==> src/rtl/debounce_multi.sv <==
// N-channel button debouncer with per-channel active-level selection, press/release
// edge pulses, and long-press / auto-repeat events driven by a per-channel hold FSM.
module debounce_multi #(
  parameter int              N_CH          = 4,
  parameter int              STABLE_CYCLES = 500000,
  parameter int              LONG_CYCLES   = 50000000,
  parameter int              REPEAT_CYCLES = 10000000,
  parameter logic [N_CH-1:0] ACTIVE_LOW    = '0
) (
  input  logic            clk,
  input  logic            reset,
  input  logic [N_CH-1:0] button_in,
  output logic [N_CH-1:0] db_out,
  output logic [N_CH-1:0] press_p,
  output logic [N_CH-1:0] release_p,
  output logic [N_CH-1:0] long_p,
  output logic [N_CH-1:0] repeat_p
);

  localparam int SW = $clog2(STABLE_CYCLES);
  localparam int HW = (LONG_CYCLES > 1) ? $clog2(LONG_CYCLES) : 1;
  localparam int RW = (REPEAT_CYCLES > 1) ? $clog2(REPEAT_CYCLES) : 1;

  localparam logic [SW-1:0] STABLE_LAST = SW'(STABLE_CYCLES - 1);
  localparam logic [HW-1:0] LONG_LAST   = HW'(LONG_CYCLES - 1);
  localparam logic [RW-1:0] REPEAT_LAST = RW'((REPEAT_CYCLES > 0) ? REPEAT_CYCLES - 1 : 0);

  typedef enum logic [1:0] {
    ST_IDLE,
    ST_HOLD,
    ST_LONG
  } hold_state_e;

  for (genvar i = 0; i < N_CH; i++) begin : g_ch
    logic          sync1;
    logic          sync2;
    logic          s;
    logic          db;
    logic          flip;
    logic          rise;
    logic          fall;
    logic [SW-1:0] cnt;
    logic          press_q;
    logic          release_q;

    hold_state_e   state_q;
    hold_state_e   state_d;
    logic [HW-1:0] hold_q;
    logic [HW-1:0] hold_d;
    logic [RW-1:0] rep_q;
    logic [RW-1:0] rep_d;
    logic          long_q;
    logic          long_d;
    logic          repeat_q;
    logic          repeat_d;

    assign s    = sync2 ^ ACTIVE_LOW[i];
    assign flip = (s != db) && (cnt == STABLE_LAST);
    assign rise = flip & s;
    assign fall = flip & ~s;

    // Synchronizer resets to the released pin level so active-low channels
    // idling high never look pressed while the pipeline refills after reset.
    always_ff @(posedge clk or posedge reset) begin
      if (reset) begin
        sync1     <= ACTIVE_LOW[i];
        sync2     <= ACTIVE_LOW[i];
        cnt       <= '0;
        db        <= 1'b0;
        press_q   <= 1'b0;
        release_q <= 1'b0;
      end else begin
        sync1     <= button_in[i];
        sync2     <= sync1;
        press_q   <= 1'b0;
        release_q <= 1'b0;
        if (s == db) begin
          cnt <= '0;
        end else if (cnt != STABLE_LAST) begin
          cnt <= cnt + 1'b1;
        end else begin
          db        <= s;
          cnt       <= '0;
          press_q   <= s;
          release_q <= ~s;
        end
      end
    end

    always_ff @(posedge clk or posedge reset) begin
      if (reset) begin
        state_q  <= ST_IDLE;
        hold_q   <= '0;
        rep_q    <= '0;
        long_q   <= 1'b0;
        repeat_q <= 1'b0;
      end else begin
        state_q  <= state_d;
        hold_q   <= hold_d;
        rep_q    <= rep_d;
        long_q   <= long_d;
        repeat_q <= repeat_d;
      end
    end

    // A release decided on this edge wins over any long/repeat event due now.
    always_comb begin
      state_d  = state_q;
      hold_d   = hold_q;
      rep_d    = rep_q;
      long_d   = 1'b0;
      repeat_d = 1'b0;
      case (state_q)
        ST_IDLE: begin
          if (rise) begin
            state_d = ST_HOLD;
            hold_d  = '0;
          end
        end
        ST_HOLD: begin
          if (fall) begin
            state_d = ST_IDLE;
            hold_d  = '0;
          end else if (hold_q == LONG_LAST) begin
            state_d = ST_LONG;
            long_d  = 1'b1;
            rep_d   = '0;
          end else begin
            hold_d = hold_q + 1'b1;
          end
        end
        ST_LONG: begin
          if (fall) begin
            state_d = ST_IDLE;
            hold_d  = '0;
            rep_d   = '0;
          end else if (REPEAT_CYCLES > 0) begin
            if (rep_q == REPEAT_LAST) begin
              repeat_d = 1'b1;
              rep_d    = '0;
            end else begin
              rep_d = rep_q + 1'b1;
            end
          end
        end
        default: begin
          state_d = ST_IDLE;
          hold_d  = '0;
          rep_d   = '0;
        end
      endcase
    end

    assign db_out[i]    = db;
    assign press_p[i]   = press_q;
    assign release_p[i] = release_q;
    assign long_p[i]    = long_q;
    assign repeat_p[i]  = repeat_q;
  end

endmodule

==> config.mk <==
export PLATFORM = sky130hd
export DESIGN_NAME = debounce_multi
export DESIGN_NICKNAME = d
export VERILOG_FILES = /design/src/rtl/debounce_multi.sv
export SDC_FILE = /design/constraint.sdc
export NUM_CORES = 1
export LEC_CHECK = 0
export ABC_AREA = 0
export CORE_UTILIZATION = 68
export CTS_CLUSTER_DIAMETER = 50
export DETAILED_ROUTE_END_ITERATION = 8
export GPL_TIMING_DRIVEN = 0
export HOLD_SLACK_MARGIN = 0.06
export PLACE_DENSITY_LB_ADDON = 0.3
export RECOVER_POWER = 25
export SKIP_LAST_GASP = 1
export SYNTH_ARGS = -nofsm -noshare
export SYNTH_HDL_FRONTEND = slang
export SYNTH_SLANG_ARGS = --single-unit
==> constraint.sdc <==
create_clock -name clk -period 22 [get_ports clk]
set_input_delay 3.3 -clock clk [delete_from_list [all_inputs] [get_ports clk]]
set_output_delay 3.3 -clock clk [all_outputs]
set_load 0.005 [all_outputs]
==> results of run 1 <==
final timing paths:
kind | to | start | slack, ns
min in group asynchronous | g_ch[3].sync1 | reset | 3.29
max | db_out[3] | g_ch[3].db | 17.07
min reg2reg | g_ch[0].s | g_ch[0].sync1 | 0.36
max reg2reg | g_ch[2].hold_q[11] | g_ch[2].cnt[0] | 17.98
max in group asynchronous | g_ch[1].rep_q[7] | reset | 17.23
min | g_ch[0].s | g_ch[0].sync1 | 0.36
worst reg2reg max path, cell delays in order, from the launching register on:
cell and delay, ns:
dfrtp_1 0.39, ha_1 0.19, and3_1 0.16, clkbuf_1 0.27, nand3_1 0.26, o311ai_0 1.54, o211ai_2 0.44, clkbuf_1 0.35
o21ai_1 0.22, o21ai_1 0.08
final cells by class:
type,instances,area (sq um),share of cell area
clock buffer,43,988,0.0531
inverter,36,144,0.00772
timing repair buffer,27,305,0.0164
clock inverter,17,203,0.0109
multi-input combinational,1395,8270,0.444
sequential,312,7810,0.419
tap,324,405,0.0218
buffer,102,499,0.0268
power breakdown:
part	switching, mW	leakage (nW)	internal, mW
Combinational	0.0149	2.87	0.00417
Clock	0.239	0.580	0.367
Sequential	0.00246	4.33	0.577
Total	0.256	7.78	0.948
metrics by stage:
step | utilization | power [mW] | instance area (sq um)
2_1_floorplan | - | 0.602 | 16800
3_3_place_gp | 0.719 | 0.607 | 17500
3_5_place_dp | 0.721 | 0.609 | 17500
4_1_cts | 0.770 | 1.21 | 18700
5_1_grt | 0.766 | 1.24 | 18600
6_report | 0.766 | 1.20 | 18600
sequential cells by signal, indices dropped and copies added, names as in the netlist:
| register | count |
|---|---|
| g_ch.rep_q | 96 |
| g_ch.long_q | 4 |
| g_ch.s | 4 |
| g_ch.release_q | 4 |
| g_ch.state_q | 8 |
| g_ch.db | 4 |
| g_ch.cnt | 76 |
| g_ch.sync1 | 4 |
| g_ch.hold_q | 104 |
| g_ch.press_q | 4 |
| g_ch.repeat_q | 4 |
synthesized netlist by cell type (19+ instances only):
master / instances
nor3_1: 58
dfrtp_1: 312
nand2_1: 150
or3_1: 34
nor2_1: 188
o21ai_0: 103
buf_2: 20
nand4_1: 73
o21ai_1: 50
a21oi_1: 57
nor4_1: 39
o31ai_1: 46
a22o_1: 23
and3_1: 49
nand3_1: 145
and4_1: 23
buf_4: 25
and2_1: 19
xnor2_1: 39
clkbuf_1: 51
inv_1: 35
xor2_1: 61
a31oi_1: 19
layer usage:
| layer | track usage | part of all wire | vias up |
|---|---|---|---|
| li1 | - | - | 6871 |
| met1 | 0.419 | 0.43 | 7273 |
| met2 | 0.519 | 0.49 | 473 |
| met3 | 0.0380 | 0.050 | 93 |
| met4 | 0.102 | 0.025 | 0 |
| met5 | 0 | 0 | - |
logic make-up (layout without fill, tap and decap cells):
kind of cell    Yosys count  in the layout  synth area share
compound gates          373            373             0.143
xor+xnor                100            100            0.0521
fa+ha+maj                12             12           0.00893
buf+inv                 138            225            0.0391
flops                   312            312             0.464
mux                      18             18            0.0113
simple gates            892            892             0.281
==> flow_metrics.env, run 1 <==
export IMPL_worst_path_stages=2
export IMPL_finClkSkew_ns=0.0135
export IMPL_cp_num_buf_inv=2
export IMPL_synthTopCellsByArea="dfrtp_1, nand3_1, nor2_1, nand2_1, xor2_1"
export IMPL_track_usage=0.309
export IMPL_cap_viol_max_count=2
export IMPL_arrival_ns=1.63
export IMPL_syn_avg_cell_area_sq_um=9.12
export IMPL_syn_area_sq_mm=0.0168
export IMPL_worst_slack_ns=17.07
export IMPL_num_antenna_cells=0
export IMPL_relSlewSlack=-0.330
export IMPL_cts_setup_buffers=0
export IMPL_peakVddDrop_mv=0.0675
export IMPL_violations="capacitance limit, slew limit"
export IMPL_dp_hpwl_um=25100
export IMPL_final_cells=2256
export IMPL_place_port_buffers=25
export IMPL_post_route_min_period_ns=4.93
export IMPL_num_rows=57
export IMPL_hold_depth=0
export IMPL_worstHoldPathType="reg -> reg"
export IMPL_path_cells="buf_4 -> clkdlybuf4s50_1"
export IMPL_drt_iter0_markers=1354
export IMPL_grt_pass1_vias=14200
export IMPL_rsz0062_at_grt="no"
export IMPL_ys_seq_elements=312
export IMPL_ctsResizeCount=0
export IMPL_cts_buffers=37
export IMPL_cp_required_ns=18.70
export IMPL_power_density_mw_per_mm2=64.7
export IMPL_status="finished with violations"
export IMPL_worst_hold_slack_ns=0.358
export IMPL_clkLatencyLatePin_ns=0.52
export IMPL_synthArstFlopShare=1.00
export IMPL_start_util=0.692
export IMPL_synth_top_area_frac=0.464
export IMPL_viasPerCell=6.52
export IMPL_start_kind="flip-flop"
export IMPL_ios=26
export IMPL_synth_warnings=0
export IMPL_place_gp_congestion=0.961
export IMPL_end_kind="output pin"
export IMPL_grt_pass1_wl_um=66500
export IMPL_dieArea_sq_mm=0.0254
export IMPL_mostFrequentLayoutCells="dfrtp_1, nor2_1, nand2_1"
export IMPL_dr_pass1_iters=5
export IMPL_worstMarginPinSlew_ns=1.97
export IMPL_ys_flop_type="dfrtp_1"
export IMPL_layout_drive_gt1_share=0.0719
export IMPL_n_fill_cell=1721
export IMPL_wirelength_um=38500
export IMPL_slew_violations=21
export IMPL_p_leak_nw=7.78
export IMPL_drcViolationCount=0
export IMPL_die_h_um=159
export IMPL_critPathTopFamily="buffers and inverters"
export IMPL_synth_largest_area_cell="dfrtp_1"
export IMPL_synth_edff_count=0
export IMPL_critPathKind="reg -> out"
export IMPL_r2r_cells=9
export IMPL_cts_tree="built"
export IMPL_antenna_found_initial=0
export IMPL_coreArea_sq_mm=0.0243
export IMPL_wl_per_cell_um=17.1
export IMPL_vias=14700
export IMPL_cts_sinks=312
export IMPL_crit_fanout=8
export IMPL_pre_cts_ws_ns=16.60
export IMPL_clk_pin_slew_ns=0.06
export IMPL_setup_violations=0
export IMPL_h_tree_depth=2
export IMPL_tns_ns=0
export IMPL_hold_buffers=0
export IMPL_die_w_um=159
export IMPL_hold_viol=0
export IMPL_syn_nets=1863
export IMPL_clockRootBuffer="clkbuf_16"
export IMPL_fmax_mhz=203
export IMPL_cts_max_path_buffers=3
export IMPL_dp_cells=2196
export IMPL_layout_commonest_cell="dfrtp_1"
export IMPL_syn_inst=1845
export IMPL_synthToLayoutAreaGrowth_pct=10.7
export IMPL_layout_nets=1929
export IMPL_seq_area_frac_synth=0.464
export IMPL_finalCritPeriodShare=0.224
export IMPL_critPathSlowestCell="dfrtp_1"
export IMPL_post_synth_num_cell_types=83
export IMPL_overflow=0
export IMPL_antenna_left=0
export IMPL_grt_start_max_net_pins=128
export IMPL_critical_path_max_stage_delay_ns=0.48
No activity file was read; power rests on OpenSTA's default activity.
==> run 2: changes to the inputs <==
CORE_UTILIZATION = 57   (was 68)
clock period = 4 ns   (was 22 ns; I/O delays follow)
==> flow_metrics.env, run 2 (synthesized netlist as in run 1, its figures left out) <==
export IMPL_num_antenna_cells=0
export IMPL_clockRootBuffer="clkbuf_16"
export IMPL_grt_pass1_wl_um=65000
export IMPL_layout_drive_gt1_share=0.0858
export IMPL_relSlewSlack=-0.370
export IMPL_cts_sinks=312
export IMPL_wl_per_cell_um=16.3
export IMPL_layout_nets=1936
export IMPL_post_route_min_period_ns=3.17
export IMPL_cts_buffers=38
export IMPL_status="finished with violations"
export IMPL_max_flop_register="g_ch.hold_q"
export IMPL_cap_viol_max_count=2
export IMPL_worstHoldPathType="reg -> reg"
export IMPL_power_density_mw_per_mm2=368
export IMPL_cts_max_path_buffers=3
export IMPL_mostFrequentLayoutCells="dfrtp_1, nor2_1, nand2_1"
export IMPL_end_kind="flip-flop"
export IMPL_p_int_mw=5.56
export IMPL_drt_iter0_markers=1210
export IMPL_track_usage=0.253
export IMPL_synthToLayoutAreaGrowth_pct=13.3
export IMPL_antenna_found_initial=0
export IMPL_worstReg2RegStart="g_ch[2].rep_q[12]"
export IMPL_clk_pin_slew_ns=0.05
export IMPL_place_gp_congestion=0.931
export IMPL_utilization=0.660
export IMPL_tns_ns=0
export IMPL_ctsResizeCount=0
export IMPL_layout_commonest_cell="dfrtp_1"
export IMPL_overflow=0
export IMPL_slew_violations=70
export IMPL_grt_pass1_vias=13800
export IMPL_antenna_left=0
export IMPL_critPathKind="reg -> reg"
export IMPL_p_switching_mw=1.46
export IMPL_worst_hold_slack_ns=0.345
export IMPL_hold_buffers=0
export IMPL_place_port_buffers=25
export IMPL_drcViolationCount=0
export IMPL_r2r_end="g_ch[2].rep_q[12]"
export IMPL_r2r_cells=8
export IMPL_num_rows=62
export IMPL_finalCritPeriodShare=0.792
export IMPL_viasPerCell=6.22
export IMPL_ios=26
export IMPL_holdPathEnd="g_ch[3].s"
export IMPL_n_fill_cell=2285
export IMPL_cts_setup_buffers=0
export IMPL_die_h_um=174
export IMPL_worstHoldStart="g_ch[3].sync1"
export IMPL_dp_hpwl_um=25400
export IMPL_peakVddDrop_mv=0.510
export IMPL_coreArea_sq_mm=0.0289
export IMPL_start_util=0.583
export IMPL_largestRegisters="g_ch.hold_q (104), g_ch.rep_q (96), g_ch.cnt (76)"
export IMPL_start_kind="flip-flop"
export IMPL_dr_pass1_iters=6
export IMPL_power_frac_clock=0.530
export IMPL_dieArea_sq_mm=0.0302
export IMPL_arrival_ns=3.58
export IMPL_hold_viol=0
export IMPL_hold_depth=0
export IMPL_wirelength_um=37900
export IMPL_cp_required_ns=4.41
export IMPL_seq_power_share=0.453
export IMPL_switching_share=0.208
export IMPL_clkLatencyLatePin_ns=0.53
export IMPL_p_leak_nw=7.94
export IMPL_finClkSkew_ns=0.0199
export IMPL_vias=14500
export IMPL_cts_tree="built"
export IMPL_power_frac_comb=0.016
export IMPL_crit_fanout=10
export IMPL_r2r_slack_ns=0.83
export IMPL_worstMarginPinSlew_ns=2.06
export IMPL_rsz0062_at_grt="no"
export IMPL_setup_violations=0
export IMPL_fin_total_pwr_mw=7.02
export IMPL_violations="capacitance limit, slew limit"
export IMPL_die_w_um=174
export IMPL_fmax_mhz=316
export IMPL_h_tree_depth=2
export IMPL_largest_reg_flops=104
export IMPL_grt_start_max_net_pins=44
run 2: cell types whose count changed in the layout (fill, tap and decap cells not counted), sizes merged:
cell,before,now
clkbuf,105,106
clkinv,8,6
buf,42,56
clkdlybuf4s50,25,20
bufinv,4,6
dlygate4sd3,0,5
inv,36,37
clkinvlp,5,3
run 2: power by group through the flow:
stage | clock, mW | sequential, mW | combinational, mW
floorplan | 0 | 3.24 | 0.0727
global placement | 0 | 3.24 | 0.100
detailed placement | 0 | 3.24 | 0.123
CTS | 3.79 | 3.18 | 0.124
global route | 3.93 | 3.18 | 0.134
finish | 3.72 | 3.18 | 0.113
run 2: metal layers:
layer	vias to the layer above	GRT usage	part of all wire
li1	6911	-	-
met1	7095	0.339	0.44
met2	419	0.429	0.49
met3	59	0.0366	0.049
met4	0	0.0691	0.017
met5	-	0	0
run 2: worst max-delay path, cell delays in order, from the launching register on:
cell      delay [ns]
dfrtp_1         0.32
clkbuf_1        0.25
nor4b_1         0.27
nand4_1         0.14
nor4_1          1.02
nor2_1          0.24
buf_2           0.28
clkbuf_1        0.26
a22o_1          0.27
run 2: how the worst max path moves through the flow:
stage,start,end,slack (ns),depth (start not counted)
after global placement,reset,g_ch[3].press_q,-2.90,2
after CTS,g_ch[2].rep_q[12],g_ch[2].rep_q[12],0.93,8
final,g_ch[2].rep_q[12],g_ch[2].rep_q[12],0.83,8
after detailed placement,g_ch[2].rep_q[12],g_ch[2].rep_q[12],0.97,8
after global routing,g_ch[2].rep_q[12],g_ch[2].rep_q[8],0.55,7
after floorplan,reset,g_ch[0].cnt[0],-0.75,1
run 2: cell type report:
class	instances	area (sq um)	share of cell area
clock inverter	16	262	0.0137
sequential	312	7810	0.410
buffer	102	518	0.0272
tap	384	480	0.0252
clock buffer	52	1120	0.0586
timing repair buffer	33	378	0.0198
inverter	36	141	0.00742
multi-input combinational	1395	8350	0.438
run 2: per-stage QoR:
step / instances / setup WS (ns) / instance area (sq um)
after detailed placement: 2262 / 0.966 / 17700
after floorplan: 1845 / -0.755 / 16800
final: 2330 / 0.831 / 19100
after global routing: 2330 / 0.549 / 19100
after global placement: 2254 / -2.90 / 17600
after CTS: 2330 / 0.934 / 19100
